## src/rtl/jt49_seq_pkg.sv

```systemverilog
// Shared constants and types for the jt49 command sequencer.
package jt49_seq_pkg;

  localparam int CMD_W = 12;  // {opcode/reg, data}
  localparam int REG_W = 4;   // jt49 register address / opcode field
  localparam int DAT_W = 8;   // jt49 register data / command argument

  localparam logic [REG_W-1:0] OP_END  = 4'hE;
  localparam logic [REG_W-1:0] OP_WAIT = 4'hF;

  typedef enum logic [1:0] {
    ST_IDLE,
    ST_FETCH,
    ST_DECODE,
    ST_WAIT
  } state_e;

  typedef struct packed {
    logic [REG_W-1:0] addr;
    logic [DAT_W-1:0] data;
  } cmd_t;

endpackage

```

## src/rtl/jt49_seq_wait.sv

```systemverilog
// Loadable down-counter for sequencer wait commands; counts cen pulses.
module jt49_seq_wait #(
  parameter int W = 16
) (
  input  logic         clk,
  input  logic         rst_n,
  input  logic         load,
  input  logic [W-1:0] value,
  input  logic         cen,
  output logic         expire
);

  logic [W-1:0] cnt_q, cnt_d;

  // Next count: a load wins; otherwise count down on cen, resting at zero.
  always_comb begin
    // NOTE: default assignment first so every path drives cnt_d and no latch is inferred.
    cnt_d = cnt_q;
    if (load) begin
      cnt_d = value;
    end else if (cen && (cnt_q != '0)) begin
      cnt_d = cnt_q - W'(1);
    end
  end

  // Counter register with synchronous active-low reset.
  always_ff @(posedge clk) begin
    // NOTE: non-blocking assignments for state so every flop samples pre-edge values.
    if (!rst_n) begin
      cnt_q <= '0;
    end else begin
      cnt_q <= cnt_d;
    end
  end

  // Last pulse of the wait: the count is 1 and this cycle's cen consumes it.
  assign expire = cen && (cnt_q == W'(1));

endmodule

```

## src/rtl/jt49_seq.sv

```systemverilog
// Command sequencer/arbiter: plays {addr,data} commands from a synchronous
// ROM onto the jt49 register bus, with a priority CPU write port.
module jt49_seq
  import jt49_seq_pkg::*;
#(
  parameter int AW      = 6,
  parameter int WAIT_SH = 8
) (
  input  logic             clk,
  input  logic             rst_n,
  input  logic             cen,
  input  logic             start,
  input  logic             stop,
  output logic [AW-1:0]    rom_addr,
  input  logic [CMD_W-1:0] rom_data,
  input  logic             cpu_wr_n,
  input  logic [REG_W-1:0] cpu_addr,
  input  logic [DAT_W-1:0] cpu_din,
  output logic             cpu_busy,
  output logic [REG_W-1:0] psg_addr,
  output logic [DAT_W-1:0] psg_din,
  output logic             psg_wr_n,
  output logic             busy,
  output logic             done
);

  localparam int CW = DAT_W + WAIT_SH;

  state_e        state_q, state_d;
  logic [AW-1:0] rom_addr_q, rom_addr_d;
  cmd_t          psg_q, psg_d;
  logic          psg_wr_n_q, psg_wr_n_d;
  logic          done_q, done_d;
  logic          busy_q, busy_d;
  cmd_t          slot_q, slot_d;
  logic          slot_vld_q, slot_vld_d;

  cmd_t          cmd;
  logic          cpu_strobe, cpu_issue, cpu_hold;
  logic          wait_load, wait_expire;
  logic [CW-1:0] wait_value;

  assign cmd        = cmd_t'(rom_data);
  assign wait_value = CW'(cmd.data) << WAIT_SH;
  assign cpu_strobe = !cpu_wr_n;
  // A pending slot goes out unless it is being overwritten or stop blanks the bus.
  assign cpu_issue  = slot_vld_q && cpu_wr_n && !stop;
  // The sequencer yields while a CPU write is arriving or still queued.
  assign cpu_hold   = cpu_strobe || slot_vld_q;

  jt49_seq_wait #(.W(CW)) u_wait (
    .clk   (clk),
    .rst_n (rst_n),
    .load  (wait_load),
    .value (wait_value),
    .cen   (cen),
    .expire(wait_expire)
  );

  // Next-state logic: CPU slot, bus arbitration and sequencer FSM.
  always_comb begin
    state_d    = state_q;
    rom_addr_d = rom_addr_q;
    psg_d      = psg_q;
    psg_wr_n_d = 1'b1;
    done_d     = 1'b0;
    slot_d     = slot_q;
    slot_vld_d = slot_vld_q;
    wait_load  = 1'b0;

    if (cpu_strobe) begin
      slot_d     = '{addr: cpu_addr, data: cpu_din};
      slot_vld_d = 1'b1;
    end else if (cpu_issue) begin
      slot_vld_d = 1'b0;
    end

    if (cpu_issue) begin
      psg_d      = slot_q;
      psg_wr_n_d = 1'b0;
    end

    if (stop) begin
      state_d = ST_IDLE;
    end else begin
      case (state_q)
        ST_IDLE: begin
          if (start) begin
            rom_addr_d = '0;
            state_d    = ST_FETCH;
          end
        end
        ST_FETCH: state_d = ST_DECODE;
        ST_DECODE: begin
          if (cmd.addr == OP_END) begin
            done_d  = 1'b1;
            state_d = ST_IDLE;
          end else if (cmd.addr == OP_WAIT) begin
            wait_load  = 1'b1;
            rom_addr_d = rom_addr_q + AW'(1);
            state_d    = (wait_value == '0) ? ST_FETCH : ST_WAIT;
          end else if (!cpu_hold) begin
            psg_d      = cmd;
            psg_wr_n_d = 1'b0;
            rom_addr_d = rom_addr_q + AW'(1);
            state_d    = ST_FETCH;
          end
        end
        ST_WAIT: begin
          if (wait_expire) state_d = ST_FETCH;
        end
        default: state_d = ST_IDLE;
      endcase
    end

    busy_d = (state_d != ST_IDLE);
  end

  // State and registered outputs, synchronous active-low reset.
  always_ff @(posedge clk) begin
    if (!rst_n) begin
      state_q    <= ST_IDLE;
      rom_addr_q <= '0;
      psg_q      <= '0;
      psg_wr_n_q <= 1'b1;
      done_q     <= 1'b0;
      busy_q     <= 1'b0;
      slot_q     <= '0;
      slot_vld_q <= 1'b0;
    end else begin
      state_q    <= state_d;
      rom_addr_q <= rom_addr_d;
      psg_q      <= psg_d;
      psg_wr_n_q <= psg_wr_n_d;
      done_q     <= done_d;
      busy_q     <= busy_d;
      slot_q     <= slot_d;
      slot_vld_q <= slot_vld_d;
    end
  end

  assign rom_addr = rom_addr_q;
  assign psg_addr = psg_q.addr;
  assign psg_din  = psg_q.data;
  assign psg_wr_n = psg_wr_n_q;
  assign done     = done_q;
  assign busy     = busy_q;
  assign cpu_busy = slot_vld_q;

endmodule

```

## config.mk

```make
export PLATFORM = sky130hd
export DESIGN_NAME = jt49_seq
export DESIGN_NICKNAME = d
export VERILOG_FILES = /design/src/rtl/jt49_seq_pkg.sv /design/src/rtl/jt49_seq_wait.sv /design/src/rtl/jt49_seq.sv
export SDC_FILE = /design/constraint.sdc
export NUM_CORES = 1
export LEC_CHECK = 0
export BUFFER_PORTS_ARGS = -buffer_cell sky130_fd_sc_hd__buf_2
export CORE_ASPECT_RATIO = 0.9
export CORE_UTILIZATION = 50
export DETAILED_ROUTE_END_ITERATION = 6
export HOLD_SLACK_MARGIN = 0.12
export PLACE_DENSITY_LB_ADDON = 0.25
export SETUP_SLACK_MARGIN = 0.05
export SLEW_MARGIN = 20
export SYNTH_ARGS = -nofsm -noshare
export SYNTH_HDL_FRONTEND = slang
export SYNTH_HIERARCHICAL = 1
export SYNTH_SLANG_ARGS = --single-unit
```

## constraint.sdc

```tcl
create_clock -name clk -period 3 [get_ports clk]
set_input_delay 0.6 -clock clk [delete_from_list [all_inputs] [get_ports clk]]
set_output_delay 0.6 -clock clk [all_outputs]
set_load 0.03 [all_outputs]
```

==> flow_summary.yaml <==
place:
  place_inst: 402
  dpl.hpwl_mm: 4.398
  placed_area_um2: 2914
  gp_congestion: 0.8414
  place.port_buffers: 51
  pre_cts_slack_ns: 0.5398
critical_path:
  worst_setup_path_start_kind: "register"
  worstSetupPathType: "register to register"
  path_max_fanout: 9
  required_ns: 3.19
  worstSetupEndpointType: "register"
  arrival_ns: 2.66
synth:
  ys_seq_area_share_pct: 40.39
  syn_area_per_cell_um2: 8.919
  ys_warn_count: 6
  ys_ff_latch: 52
  synth_ff_type: "dfxtp_1"
  synth_top_area_share_pct: 40.39
  synth_area_leader_cell: "dfxtp_1"
  async_flop_share_pct: 0
  ys_types: 50
  synth-edff-count: 0
  netlist_area_um2: 2577
  synthTopCellsByArea: "dfxtp_1 (40%), mux2i_1 (11%), nor2_1 (4.5%), a211oi_1 (3.5%), o21ai_0 (2.9%)"
  synth_cells: 289
floorplanning:
  initial_core_util_pct: 52.66
  die-area_um2: 5447
  die_w_um: 77.68
  die_y_um: 70.12
  core.rowCount: 24
  ios: 52
  core_region_area_um2: 4895
layout:
  fillerInstances: 456
  stdcell_count: 410
  multi_input_area_um2: 1458
  post-route-util_pct: 61.35
  syn2layout_area_growth_pct: 16.50
  fin_area_um2: 3003
  final_nets: 377
  ff_latch_area_um2: 1041
  drive_above_1_share_pct: 22.90
  antennaDiodeCount: 0
detailed_routing:
  vias_per_cell: 5.783
  totalWireLength_mm: 6.081
  remaining_drc_errors: 0
  drt-pass1-iter-count: 4
  ant_nets: 0
  vias: 2371
  wire_per_inst_um: 14.83
  drt_iter0_drc: 170
clock_network:
  cts_buffers: 5
  cts.sinks: 52
  ctsRootBufferMaster: "clkbuf_8"
  cts_resized: 0
  cts_tree: "yes"
  clk_pin_slew_ns: 0.10
  clk_latency_ns: 0.31
  cts_buffer_depth: 2
  holdBufCountCts: 0
  postCtsSetupBuffers: 0
  htree_levels: 2
global_routing:
  grt_pass1_wl_mm: 10.21
  grt.overflow.total: 0
  track_usage_pct: 23.90
  grt_pass1_vias: 2200
  grt_max_degree: 27
  grt_antenna_before_repair: 0
pwr:
  comb_power_share_pct: 37.6
  intPower_w: 0.001260
  seq_power_share_pct: 42.6
  p_sw_share_pct: 37.58
  powerDensity_nw_per_um2: 672.1
  clkPwrFrac_pct: 19.8
  switching_power_w: 0.0007586
  p_leak_nw: 1.324
  vdd_drop_max_v: 0.0003199
timing:
  skew_ns: 0.008408
  worst_slack_ns: 0.5316
  period_needed_ns: 2.468
  tightest_slew_ns: 0.7462
  max_freq_mhz: 405.1
  slew_violations: 0
  setup_viol_count_final: 0
  setup_tns_ns: 0
  relSlewSlack_pct: 49.80
  rsz0062_at_grt: "false"
  hold_viol: 0
  finalCritPeriodShare_pct: 82.28
job:
  drv_cap: 0
worst_hold_path:
  min_path_type: "register to register"
run_status:
  status: "completed"
## Yosys cell counts, types with 2 or more instances
cell type,number
o21a_1,2
nor2b_1,2
nand4_1,2
buf_2,4
o31a_1,2
a31oi_1,7
o311a_1,3
dfxtp_1,52
a211oi_1,12
nor4_1,11
or3_1,5
or4_1,9
nand4bb_1,2
mux2i_1,28
nand2b_1,8
o21ai_0,15
clkbuf_1,9
o41ai_1,4
a21oi_1,13
o31ai_1,3
clkinv_1,2
inv_1,7
nor3_1,5
or2_2,5
or4b_2,4
and3_1,2
nand2_1,11
nand3_1,6
nor2_1,31
ha_1,3
## kinds of logic after synthesis
kind of cell / count (synthesis) / synth area share (%)
xor+xnor: 1 / 0.3399
other cells: 1 / 0.1455
simple gates: 113 / 25.53
buf+inv: 25 / 4.321
compound gates: 66 / 16.94
fa+ha+maj: 3 / 1.456
flops: 52 / 40.39
mux: 28 / 10.87
## registers in the layout (all words and copies together) (netlist names)
signal / count
state_q: 2
done: 1
rom_addr: 6
slot_q: 12
psg_wr_n: 1
busy: 1
psg_din: 8
u_wait/cnt_q: 16
cpu_busy: 1
psg_addr: 4
## final cells by class
class	instances	area share, %
tap	65	2.708
clock buffer	6	2.417
inverter	9	1.125
timing repair buffer	57	10.00
multi-input combinational	219	48.54
clock inverter	2	0.5417
sequential	52	34.67
## cell usage in the layout, fill, tap and decap left out, types with 8 or more instances in the layout
cell type  netlist  final
nand2_1         11     11
nor2_1          31     31
a21oi_1         13     13
nand2b_1         8      8
o21ai_0         15     15
buf_2            4     51
dfxtp_1         52     52
a211oi_1        12     12
or4_1            9      9
mux2i_1         28     28
conb_1           1      8
nor4_1          11     10
## layer usage
layer / GRT usage [%] / up-vias / share of wire, %
met1: 32.32 / 1084 / 47
li1: - / 1180 / -
met2: 37.27 / 95 / 45
met5: 0 / - / 0
met4: 9.434 / 0 / 1.8
met3: 4.837 / 12 / 6.2
## worst max-delay path: stages, from the launching register on
cell      delay, ns
dfxtp_1        0.37
or4_1          0.68
nor4_1         0.55
and4b_1        0.29
nand2_1        0.06
a211oi_1       0.29
a21oi_1        0.11
## metrics by stage
stage,total power (W),hold WS [ns]
6_report,0.002018,0.4866
5_1_grt,0.002153,0.5096
4_1_cts,0.002013,0.4857
3_5_place_dp,0.001607,0.4720
3_3_place_gp,0.001598,0.4534
2_1_floorplan,0.001443,0.4409
## worst paths after layout
check	slack (ns)	to	startpoint	cells after the start
worst max-delay path	0.53	busy	u_wait/cnt_q[3]	6
worst min-delay path	0.49	u_wait/cnt_q[9]	u_wait/cnt_q[9]	2
worst max register to register	0.53	busy	u_wait/cnt_q[3]	6
worst min register to register	0.49	u_wait/cnt_q[9]	u_wait/cnt_q[9]	2
## power groups by stage
stage          clock network (W)  registers, W  logic (W)
2_1_floorplan                  0      0.000855   0.000588
3_3_place_gp                   0      0.000866   0.000731
3_5_place_dp                   0      0.000869   0.000738
4_1_cts                 0.000411      0.000855   0.000746
5_1_grt                 0.000436      0.000874   0.000843
6_report                0.000401      0.000859   0.000758
Note: power is estimated with default switching activity, not from simulation.
